===== src/rtl/recv_port_arbiter_if.sv =====
// Bundle between the port arbiter, its octet sources and the shared frame receiver.
// slave = arbiter view, master = environment (sources + receiver) view.
interface recv_port_arbiter_if #(
  parameter int NUM_PORTS = 4
) ();
  logic [NUM_PORTS-1:0]      req;
  logic [NUM_PORTS-1:0][7:0] data_in;
  logic [NUM_PORTS-1:0]      gnt;
  logic [7:0]                rx_data;
  logic                      rx_start;
  logic                      rx_rst;
  logic [7:0]                rx_out;
  logic                      rx_vld;
  logic                      rx_rdy;

  modport slave (
    input  req, data_in, rx_out, rx_vld, rx_rdy,
    output gnt, rx_data, rx_start, rx_rst
  );

  modport master (
    output req, data_in, rx_out, rx_vld, rx_rdy,
    input  gnt, rx_data, rx_start, rx_rst
  );
endinterface


===== src/rtl/recv_port_arbiter.sv =====
// Round-robin share of one frame receiver among NUM_PORTS octet sources,
// with outcome classification, saturating frame counters and a RUN watchdog.
module recv_port_arbiter #(
  parameter int NUM_PORTS      = 4,
  parameter int TIMEOUT_CYCLES = 2000,
  localparam int PW            = $clog2(NUM_PORTS)
) (
  input  logic                 clk,
  input  logic                 rst,
  recv_port_arbiter_if.slave   bus,
  output logic                 busy_o,
  output logic                 done_o,
  output logic [PW-1:0]        done_port_o,
  output logic [1:0]           done_status_o,
  output logic [15:0]          ok_cnt_o,
  output logic [15:0]          err_cnt_o
);

  typedef enum logic [1:0] {ARB, GRANT, RUN} state_e;

  localparam logic [15:0] TMO_LAST = 16'(TIMEOUT_CYCLES - 1);

  state_e        state_q;
  logic [PW-1:0] rr_ptr_q;
  logic [PW-1:0] sel_q;
  logic [15:0]   tmr_q;
  logic          prev_vld_q;
  logic [7:0]    prev_out_q;
  logic [15:0]   ok_cnt_q;
  logic [15:0]   err_cnt_q;

  logic [PW-1:0] pick;
  logic [PW-1:0] cand;
  logic          found;
  logic          fin;
  logic          wdog;
  logic [1:0]    cls;
  logic [1:0]    status;

  // First requester strictly after rr_ptr, wrapping around.
  always_comb begin
    pick  = rr_ptr_q;
    cand  = '0;
    found = 1'b0;
    for (int i = 1; i <= NUM_PORTS; i++) begin
      cand = PW'((int'(rr_ptr_q) + i) % NUM_PORTS);
      if (!found && bus.req[cand]) begin
        pick  = cand;
        found = 1'b1;
      end
    end
  end

  // Classification looks at the receiver's last non-idle cycle.
  always_comb begin
    if (prev_vld_q && prev_out_q == 8'h00)           cls = 2'b00;
    else if (prev_vld_q && prev_out_q[7:4] == 4'hF)  cls = 2'b01;
    else                                             cls = 2'b10;
  end

  assign fin    = (state_q == RUN) && bus.rx_rdy;
  assign wdog   = (state_q == RUN) && !bus.rx_rdy && (tmr_q == TMO_LAST);
  assign status = fin ? cls : 2'b11;

  always_comb begin
    bus.gnt = '0;
    if (!rst && state_q != ARB) bus.gnt[sel_q] = 1'b1;
  end

  assign bus.rx_data   = (!rst && state_q != ARB) ? bus.data_in[sel_q] : 8'h00;
  assign bus.rx_start  = !rst && (state_q == GRANT);
  assign bus.rx_rst    = rst || wdog;
  assign busy_o        = !rst && (state_q != ARB);
  assign done_o        = !rst && (fin || wdog);
  assign done_port_o   = done_o ? sel_q : '0;
  assign done_status_o = done_o ? status : 2'b00;
  assign ok_cnt_o      = ok_cnt_q;
  assign err_cnt_o     = err_cnt_q;

  always_ff @(posedge clk) begin
    if (rst) begin
      state_q    <= ARB;
      rr_ptr_q   <= PW'(NUM_PORTS - 1);
      sel_q      <= '0;
      tmr_q      <= '0;
      prev_vld_q <= 1'b0;
      prev_out_q <= 8'h00;
      ok_cnt_q   <= '0;
      err_cnt_q  <= '0;
    end else begin
      prev_vld_q <= bus.rx_vld;
      prev_out_q <= bus.rx_out;

      if (done_o) begin
        if (status == 2'b00) begin
          if (ok_cnt_q != 16'hFFFF) ok_cnt_q <= ok_cnt_q + 16'd1;
        end else if (status != 2'b10) begin
          if (err_cnt_q != 16'hFFFF) err_cnt_q <= err_cnt_q + 16'd1;
        end
      end

      case (state_q)
        ARB: begin
          if (bus.rx_rdy && |bus.req) begin
            sel_q    <= pick;
            rr_ptr_q <= pick;
            state_q  <= GRANT;
          end
        end
        GRANT: begin
          tmr_q   <= '0;
          state_q <= RUN;
        end
        RUN: begin
          // Completion takes priority over the watchdog in the same cycle.
          if (fin || wdog) state_q <= ARB;
          else             tmr_q   <= tmr_q + 16'd1;
        end
        default: state_q <= ARB;
      endcase
    end
  end

endmodule


===== src/flat_wrapper.sv =====
// flat-port wrapper written by rule: the top's interface ports become plain ports
module recv_port_arbiter_flat 
#(
  parameter int NUM_PORTS      = 4,
  parameter int TIMEOUT_CYCLES = 2000,
  localparam int PW            = $clog2(NUM_PORTS)
)
  (clk, rst, busy_o, done_o, done_port_o, done_status_o, ok_cnt_o, err_cnt_o, bus_req, bus_data_in, bus_rx_out, bus_rx_vld, bus_rx_rdy, bus_gnt, bus_rx_data, bus_rx_start, bus_rx_rst);
  recv_port_arbiter_if #(.NUM_PORTS(NUM_PORTS)) bus_i ();
  input  logic clk;
  input  logic rst;
  output logic busy_o;
  output logic done_o;
  output logic [PW-1:0] done_port_o;
  output logic [1:0] done_status_o;
  output logic [15:0] ok_cnt_o;
  output logic [15:0] err_cnt_o;
  input wire logic [$bits(bus_i.req)-1:0] bus_req;
  input wire logic [$bits(bus_i.data_in)-1:0] bus_data_in;
  input wire logic [$bits(bus_i.rx_out)-1:0] bus_rx_out;
  input wire logic [$bits(bus_i.rx_vld)-1:0] bus_rx_vld;
  input wire logic [$bits(bus_i.rx_rdy)-1:0] bus_rx_rdy;
  output wire logic [$bits(bus_i.gnt)-1:0] bus_gnt;
  output wire logic [$bits(bus_i.rx_data)-1:0] bus_rx_data;
  output wire logic [$bits(bus_i.rx_start)-1:0] bus_rx_start;
  output wire logic [$bits(bus_i.rx_rst)-1:0] bus_rx_rst;
  assign bus_i.req = bus_req;
  assign bus_i.data_in = bus_data_in;
  assign bus_i.rx_out = bus_rx_out;
  assign bus_i.rx_vld = bus_rx_vld;
  assign bus_i.rx_rdy = bus_rx_rdy;
  assign bus_gnt = bus_i.gnt;
  assign bus_rx_data = bus_i.rx_data;
  assign bus_rx_start = bus_i.rx_start;
  assign bus_rx_rst = bus_i.rx_rst;
  recv_port_arbiter #(.NUM_PORTS(NUM_PORTS), .TIMEOUT_CYCLES(TIMEOUT_CYCLES)) u_core (.clk(clk), .rst(rst), .bus(bus_i), .busy_o(busy_o), .done_o(done_o), .done_port_o(done_port_o), .done_status_o(done_status_o), .ok_cnt_o(ok_cnt_o), .err_cnt_o(err_cnt_o));
endmodule

===== config.mk =====
export PLATFORM = sky130hd
export DESIGN_NAME = recv_port_arbiter_flat
export DESIGN_NICKNAME = d
export VERILOG_FILES = /design/src/rtl/recv_port_arbiter_if.sv /design/src/rtl/recv_port_arbiter.sv /design/src/flat_wrapper.sv
export SDC_FILE = /design/constraint.sdc
export NUM_CORES = 1
export LEC_CHECK = 0
export BUFFER_PORTS_ARGS = -buffer_cell sky130_fd_sc_hd__buf_2
export CAP_MARGIN = 20
export CORE_MARGIN = 2
export CORE_UTILIZATION = 56
export DETAILED_ROUTE_END_ITERATION = 12
export HOLD_SLACK_MARGIN = 0.06
export PLACE_DENSITY = 0.85
export SLEW_MARGIN = 0
export SYNTH_ARGS = -nofsm -noshare
export SYNTH_HDL_FRONTEND = slang
export SYNTH_SLANG_ARGS = --single-unit

===== constraint.sdc =====
create_clock -name clk -period 4.9 [get_ports clk]
set_input_delay 0 -clock clk [delete_from_list [all_inputs] [get_ports clk]]
set_output_delay 0 -clock clk [all_outputs]
set_load 0.05 [all_outputs]

==> results of run 1 <==
area by class of cell:
cell class / instances / share of cell area
Clock buffer: 11 / 0.0333
Clock inverter: 2 / 0.00236
Inverter: 8 / 0.00707
Multi-Input combinational cell: 317 / 0.499
Sequential cell: 63 / 0.297
Tap cell: 75 / 0.0221
Timing Repair Buffer: 109 / 0.140
how the worst max path moves through the flow:
stage	from	to	cells past startpoint
CTS	u_core.tmr_q[0]	done_port_o[0]	7
global route	u_core.tmr_q[0]	done_port_o[0]	7
detailed placement	rst	u_core.ok_cnt_o[4]	6
finish	u_core.tmr_q[0]	done_port_o[0]	7
floorplan	u_core.err_cnt_o[0]	u_core.err_cnt_o[1]	8
global placement	u_core.prev_out_q[1]	u_core.ok_cnt_o[4]	5
tightest hold or removal path: cells and delay by family:
family / cells / cell delay (ns)
AO/OA/AOI/OAI: 1 / 0.05
buffers and inverters: 1 / 0.17
AND/OR/NAND/NOR: 2 / 0.20
power breakdown:
| part | internal [mW] | total (mW) | switching (mW) |
|---|---|---|---|
| clock | 0.187 | 0.365 | 0.178 |
| combinational | 0.0642 | 0.137 | 0.0732 |
| sequential | 0.522 | 0.544 | 0.0218 |
Yosys cell counts (2+ instances only):
master | instances | share of area
or2_2 | 2 | 0.0036
nand3b_1 | 2 | 0.0043
ha_1 | 3 | 0.011
or3_1 | 12 | 0.021
or3b_2 | 2 | 0.0050
or4_1 | 9 | 0.019
a31oi_1 | 3 | 0.0054
nor3b_1 | 3 | 0.0064
o311ai_0 | 4 | 0.010
o31ai_1 | 11 | 0.024
nor2_1 | 34 | 0.036
and3_1 | 8 | 0.014
nor4_1 | 8 | 0.014
nor2b_1 | 16 | 0.029
and2_1 | 11 | 0.020
nand3_1 | 22 | 0.031
mux4_2 | 8 | 0.051
a211oi_1 | 6 | 0.013
o21ai_0 | 21 | 0.030
nor3_1 | 13 | 0.019
nand2b_1 | 5 | 0.0089
dfxtp_1 | 63 | 0.36
a21boi_0 | 2 | 0.0043
o211ai_1 | 3 | 0.0064
xnor2_1 | 18 | 0.045
nand2_1 | 21 | 0.023
nand4_1 | 10 | 0.018
o41ai_1 | 2 | 0.0050
and4_1 | 8 | 0.020
inv_1 | 8 | 0.0086
nor4b_1 | 2 | 0.0050
clkbuf_1 | 19 | 0.020
a21oi_1 | 32 | 0.046
cell families after synthesis:
family | synth area share
and+or+nand+nor | 0.337
AOI/OAI and AO/OA | 0.151
DFF | 0.360
buffers and inverters | 0.0347
xor gates and xnor gates | 0.0476
muxes | 0.0590
adders and majority gates | 0.0107
registers in the layout (all words and copies together), names as in the netlist:
register           flops
u_core.err_cnt_o      16
u_core.ok_cnt_o       16
u_core.tmr_q          16
u_core.prev_out_q      8
u_core.rr_ptr_q        2
u_core.sel_q           2
u_core.state_q         2
u_core.prev_vld_q      1
stage by stage:
step / instance area, um^2 / util
2_1_floorplan: 3500 / -
3_3_place_gp: 4010 / 0.669
3_5_place_dp: 4010 / 0.669
4_1_cts: 4250 / 0.709
5_1_grt: 4250 / 0.709
6_report: 4250 / 0.709
per-layer routing:
metal  GRT usage  wire length (um)  vias to the layer above
met1       0.284              3460                     1620
met5           0                 0                        -
met4      0.0849                57                        0
met2       0.436              4360                      143
met3      0.0507               611                        6
li1            -                 -                     1736
what timing repair did:
item                      4_1_cts  5_1_grt
hold buffers                    9        0
hold endpoints to repair        9        0
resized for setup               0        0
==> impl_results.md, run 1 <==
* Largest net degree at the start of global routing at 47
* Crit-path cells: ha_1 > and3_1 > and4_1 > o21ai_0 > inv_1 > and2_1 > buf_2
* Core area at approximately 6000 um^2
* Antenna cells at 0
* #FFs+latches synth at 63
* Synth-to-layout area growth at 21.3%
* Vert. Die Dim at roughly 83 um
* Multi-input logic area at approximately 2100 um^2
* RSZ-0062 raised after global routing: no
* Startpoint types: register
* Total design power at between 1 and 1.5 mW
* Die footprint at about 6900 um^2
* Max-Cap Viols at 0
* WHS Path Cells at 4
* Deepest clock path buffer count at 2
* Fill cell count at a little over 500
* Syn avg cell area at 8.54 um^2
* Status: finished clean
* Netlist cell types at 52
* Clock sinks at 63
* Total Nets Final at approximately 560
* Pre-CTS WS at ~2.7 ns
* Drt total wl at ~8500 um
* DRC at 0
* Rel. slew slack at 0.477
* Setup ws final at about 2.6 ns
* Vias in the first global route at 3251
* Maximum VDD drop at approximately 0.27 mV
* R2r setup slk at about 2.7 ns
* Worst-margin pin slew at around 0.79 ns
* Synth Warn # at 0
* Worst hold-check path type: input port to register
* Setup bufs post-CTS at 0
* I/O Buffers at slightly below 100
* Share of cells above drive strength 1 at 0.257
* Antenna violations before repair at 0
* CTS Buf Count at 9
* Iteration-0 DRC Markers at between 150 and 200
* GP Congestion at 0.820
* Leakage at approximately 1.6 nW
* Die X at ~83 um
* Ports at 100
* Setup Skew at between 0.006 and 0.007 ns
* Asr flop ratio synth at 0
* Synth Cell Area at 3500 um^2
* Min Hold Slack at about 0.15 ns
* Highest clock rate at roughly 430 MHz
* Slew Viols, Final at 0
* Critical-path maximum fanout at 5
* Non-filler instance count after layout at about 600
* Initial core utilization at 0.584
* Final min period at 2.30 ns
* Post-DP HPWL at 6170 um
* Wire per inst at approximately 15 um
* Mapped Cells at slightly above 400
* Drt pass-1 iters at 4
* Flip-flop and latch area at around 1300 um^2
* Via count at between 3000 and 4000
* Grt ovf at 0
* Post-DRT Antenna Nets at 0
* Setup violators final at 0
* GRT Total Usage at 0.243
* Hold Startpoint: bus_rx_rdy
* CTS H-tree lvls at 3
* Data arrival, critical path at 2.30 ns
* WP buf/inv at 2
* First-pass GRT wire length at between 10000 and 15000 um
* CP max stage delay at 0.39 ns
* EDFF count, synth at 0
* Root Driver: clkbuf_8
* Worst Hold End: u_core.tmr_q[1]
* Clock transition at the registers of the reported paths at around 0.060 ns
* Kind of critical path: register to output port
* Commonest register cell after synthesis: dfxtp_1
* CTS tree: yes
* R2R Path End: u_core.err_cnt_o[13]
* Total negative slack at 0 ns
* Syn nets at 461
* Data required, critical path at just under 5 ns
* Post-synthesis sequential area ratio at 0.360
* Cells after DPL at 563
* Highest-count cells in the layout ignoring fill and taps: 99 x buf_2, 63 x dfxtp_1, 34 x nor2_1
* Commonest non-fill, non-tap cell in the layout: buf_2
* Worst r2r src: u_core.tmr_q[0]
* PD cells at about 250 nW/um^2
* Routed vias/inst at around 6.0
* Final hold vios at 0
* Std-Cell Rows at 28
* R2R depth at 6
* Worst-skew pair later-pin latency at about 0.33 ns
* Period utilization at 0.470
* Highest-delay cell along the critical path: o21ai_0
* CP delay by family, top: simple AND/OR/NAND/NOR gates
* Crit end category: output port
No activity file was read; power rests on OpenSTA's default activity.
==> run 2: changes to the inputs <==
- CORE_UTILIZATION: 56 -> 52
- PLACE_DENSITY: 0.85 -> 0.8
- clock period: 4.9 -> 2.2 ns (I/O delays scaled with it)
==> impl_results.md, run 2 (synthesis gave the netlist of run 1 again) <==
* Via count at 3579 (+2.1%)
* First-pass GRT wire length at 14300 um (+1.3%)
* Worst hold-check path type: input port to register
* DRC at 0 (unchanged)
* R2R depth at 6 (unchanged)
* Share of cells above drive strength 1 at 0.291 (+0.0346)
* Setup Skew at 0.00773 ns (+0.00150 ns)
* Total design power at 2.64 mW (+150%)
* WHS Path Cells at 4 (unchanged)
* Maximum VDD drop at 0.448 mV (+65%)
* Root Driver: clkbuf_8
* Total Nets Final at 571 (+2.1%)
* Crit-path cells: ha_2 > and3_2 > nand4_4 > mux2_4 > or4_1 > a21oi_1
* Non-filler instance count after layout at 602 (+2.9%)
* Clock transition at the registers of the reported paths at 0.07 ns (about the same)
* Vert. Die Dim at 86.0 um (+3.6%)
* Die footprint at 7400 um^2 (+7.3%)
* Post-place instance area at 4060 um^2 (+1.2%)
* Worst path depth at 6 (-1)
* Crit end category: register
* Wire per inst at 14.5 um (about the same)
* Min Hold Slack at 0.176 ns (+0.0291 ns)
* Data arrival, critical path at 2.43 ns (+0.13 ns)
* Sw Pwr at 0.692 mW (+150%)
* CTS Buf Count at 9 (unchanged)
* Setup ws final at 0.0493 ns (-2.55 ns)
* Clock sinks at 63 (unchanged)
* Cell Int Power at 1.95 mW (+150%)
* CTS tree: yes
* I/O Buffers at 99 (unchanged)
* Pre-CTS WS at 0.0419 ns (-2.66 ns)
* Leakage at 1.71 nW (+4.3%)
* Kind of critical path: register to register
* Sequential share of power at 0.453 (-0.067)
* Highest clock rate at about 460 MHz
* CP delay by family, top: simple AND/OR/NAND/NOR gates
* Max-Cap Viols at 0 (unchanged)
* Cells after DPL at 571 (+1.4%)
* Std-Cell Rows at 29 (+3.6%)
* Largest net degree at the start of global routing at 43 (-8.5%)
* Data required, critical path at 2.48 ns (-2.42 ns)
* Status: finished clean
* GP Congestion at 0.828 (+1.0%)
* PD cells at 596 nW/um^2 (+140%)
* Finished Cell Area at 4430 um^2 (+4.4%)
* Worst-margin pin slew at 0.651 ns (-0.134 ns)
* Initial core utilization at 0.545 (-0.0393)
* Post-DRT Antenna Nets at 0 (unchanged)
* GRT Total Usage at 0.239 (-0.00372)
* Rel. slew slack at 0.566 (+0.0895)
* Iteration-0 DRC Markers at 259 (+44%)
* Drt total wl at 8740 um (+2.9%)
* CP max stage delay at 0.53 ns (+0.14 ns)
* Switch share at 0.262 (+0.00117)
* Highest-delay cell along the critical path: or4_1
* Deepest clock path buffer count at 2 (unchanged)
* Routed vias/inst at 5.95 (-0.77%)
* Highest-count cells in the layout ignoring fill and taps: 99 x buf_2, 60 x dfxtp_1, 34 x nor2_1
* Clk network pwr share at 0.424 (+0.075)
* Comb pwr share at 0.123 (-0.008)
* Critical-path maximum fanout at 10 (+5)
* Vias in the first global route at 3166 (-2.6%)
* Antenna violations before repair at 0 (unchanged)
* Setup violators final at 0 (unchanged)
* Grt ovf at 0 (unchanged)
* Ports at 100 (unchanged)
* Final min period at between 2 and 2.5 ns
* Slew Viols, Final at 0 (unchanged)
* Post-DP HPWL at 5810 um (-5.9%)
* Drt pass-1 iters at 4 (unchanged)
* Period utilization at 0.978
* CTS H-tree lvls at 3 (unchanged)
* WP buf/inv at 0 (-2)
* Startpoint types: register
* Commonest non-fill, non-tap cell in the layout: buf_2
* Synth-to-layout area growth at 26.6%
* Final hold vios at 0 (unchanged)
* Core area at 6420 um^2 (+7.2%)
* Worst-skew pair later-pin latency at 0.35 ns (+0.02 ns)
* Antenna cells at 0 (unchanged)
* Die X at 86.0 um (+3.6%)
[run 2: path summary, 6_finish.rpt]
check | from | end | slack (ns)
setup / recovery | u_core.tmr_q[1] | u_core.err_cnt_o[5] | 0.05
hold / removal | bus_req[1] | u_core.rr_ptr_q[1] | 0.18
setup reg to reg | u_core.tmr_q[1] | u_core.err_cnt_o[5] | 0.05
hold reg to reg | u_core.err_cnt_o[7] | u_core.err_cnt_o[7] | 0.50
[run 2: power by group through the flow]
stage	combinational, mW	clock [mW]	sequential, mW
5_1_grt	0.353	1.18	1.20
2_1_floorplan	0.238	0	1.20
6_report	0.324	1.12	1.20
4_1_cts	0.325	1.13	1.20
3_3_place_gp	0.304	0	1.22
3_5_place_dp	0.310	0	1.22
[run 2: worst reg2reg max path, delay by kind of cell, from the launching register on]
| kind | cells | cell delay, ns |
|---|---|---|
| adders and majority gates | 1 | 0.22 |
| and+or+nand+nor | 3 | 0.95 |
| AOI/OAI and AO/OA | 1 | 0.17 |
| DFF | 1 | 0.38 |
| muxes | 1 | 0.37 |
[run 2: per-stage QoR]
stage | TNS [ns] | util
6_report | 0 | 0.690
5_1_grt | -0.00897 | 0.690
4_1_cts | 0 | 0.683
3_5_place_dp | 0 | 0.631
3_3_place_gp | 0 | 0.631
2_1_floorplan | 0 | -
[run 2: cell type report]
type	count	area, um^2
clock buffers	9	124
clock inverters	7	97.6
fillers	516	1990
inverters	8	30.0
multi-input cells	319	2150
flip-flops and latches	63	1260
well taps	77	96.3
repair buffers	119	671
[run 2: what timing repair did]
item | 4_1_cts | 5_1_grt
hold endpoints to repair | 10 | 0
buffers inserted | 0 | 3
setup endpoints to repair | 5 | 13
cloned | 1 | 1
hold buffers | 10 | 0
gates resized for setup | 1 | 5
[run 2: metal layers]
layer / track usage / wire length (um) / vias up
li1: - / - / 1768
met1: 0.306 / 3780 / 1664
met2: 0.390 / 4120 / 136
met3: 0.0443 / 704 / 11
met4: 0.111 / 134 / 0
met5: 0 / 0 / -
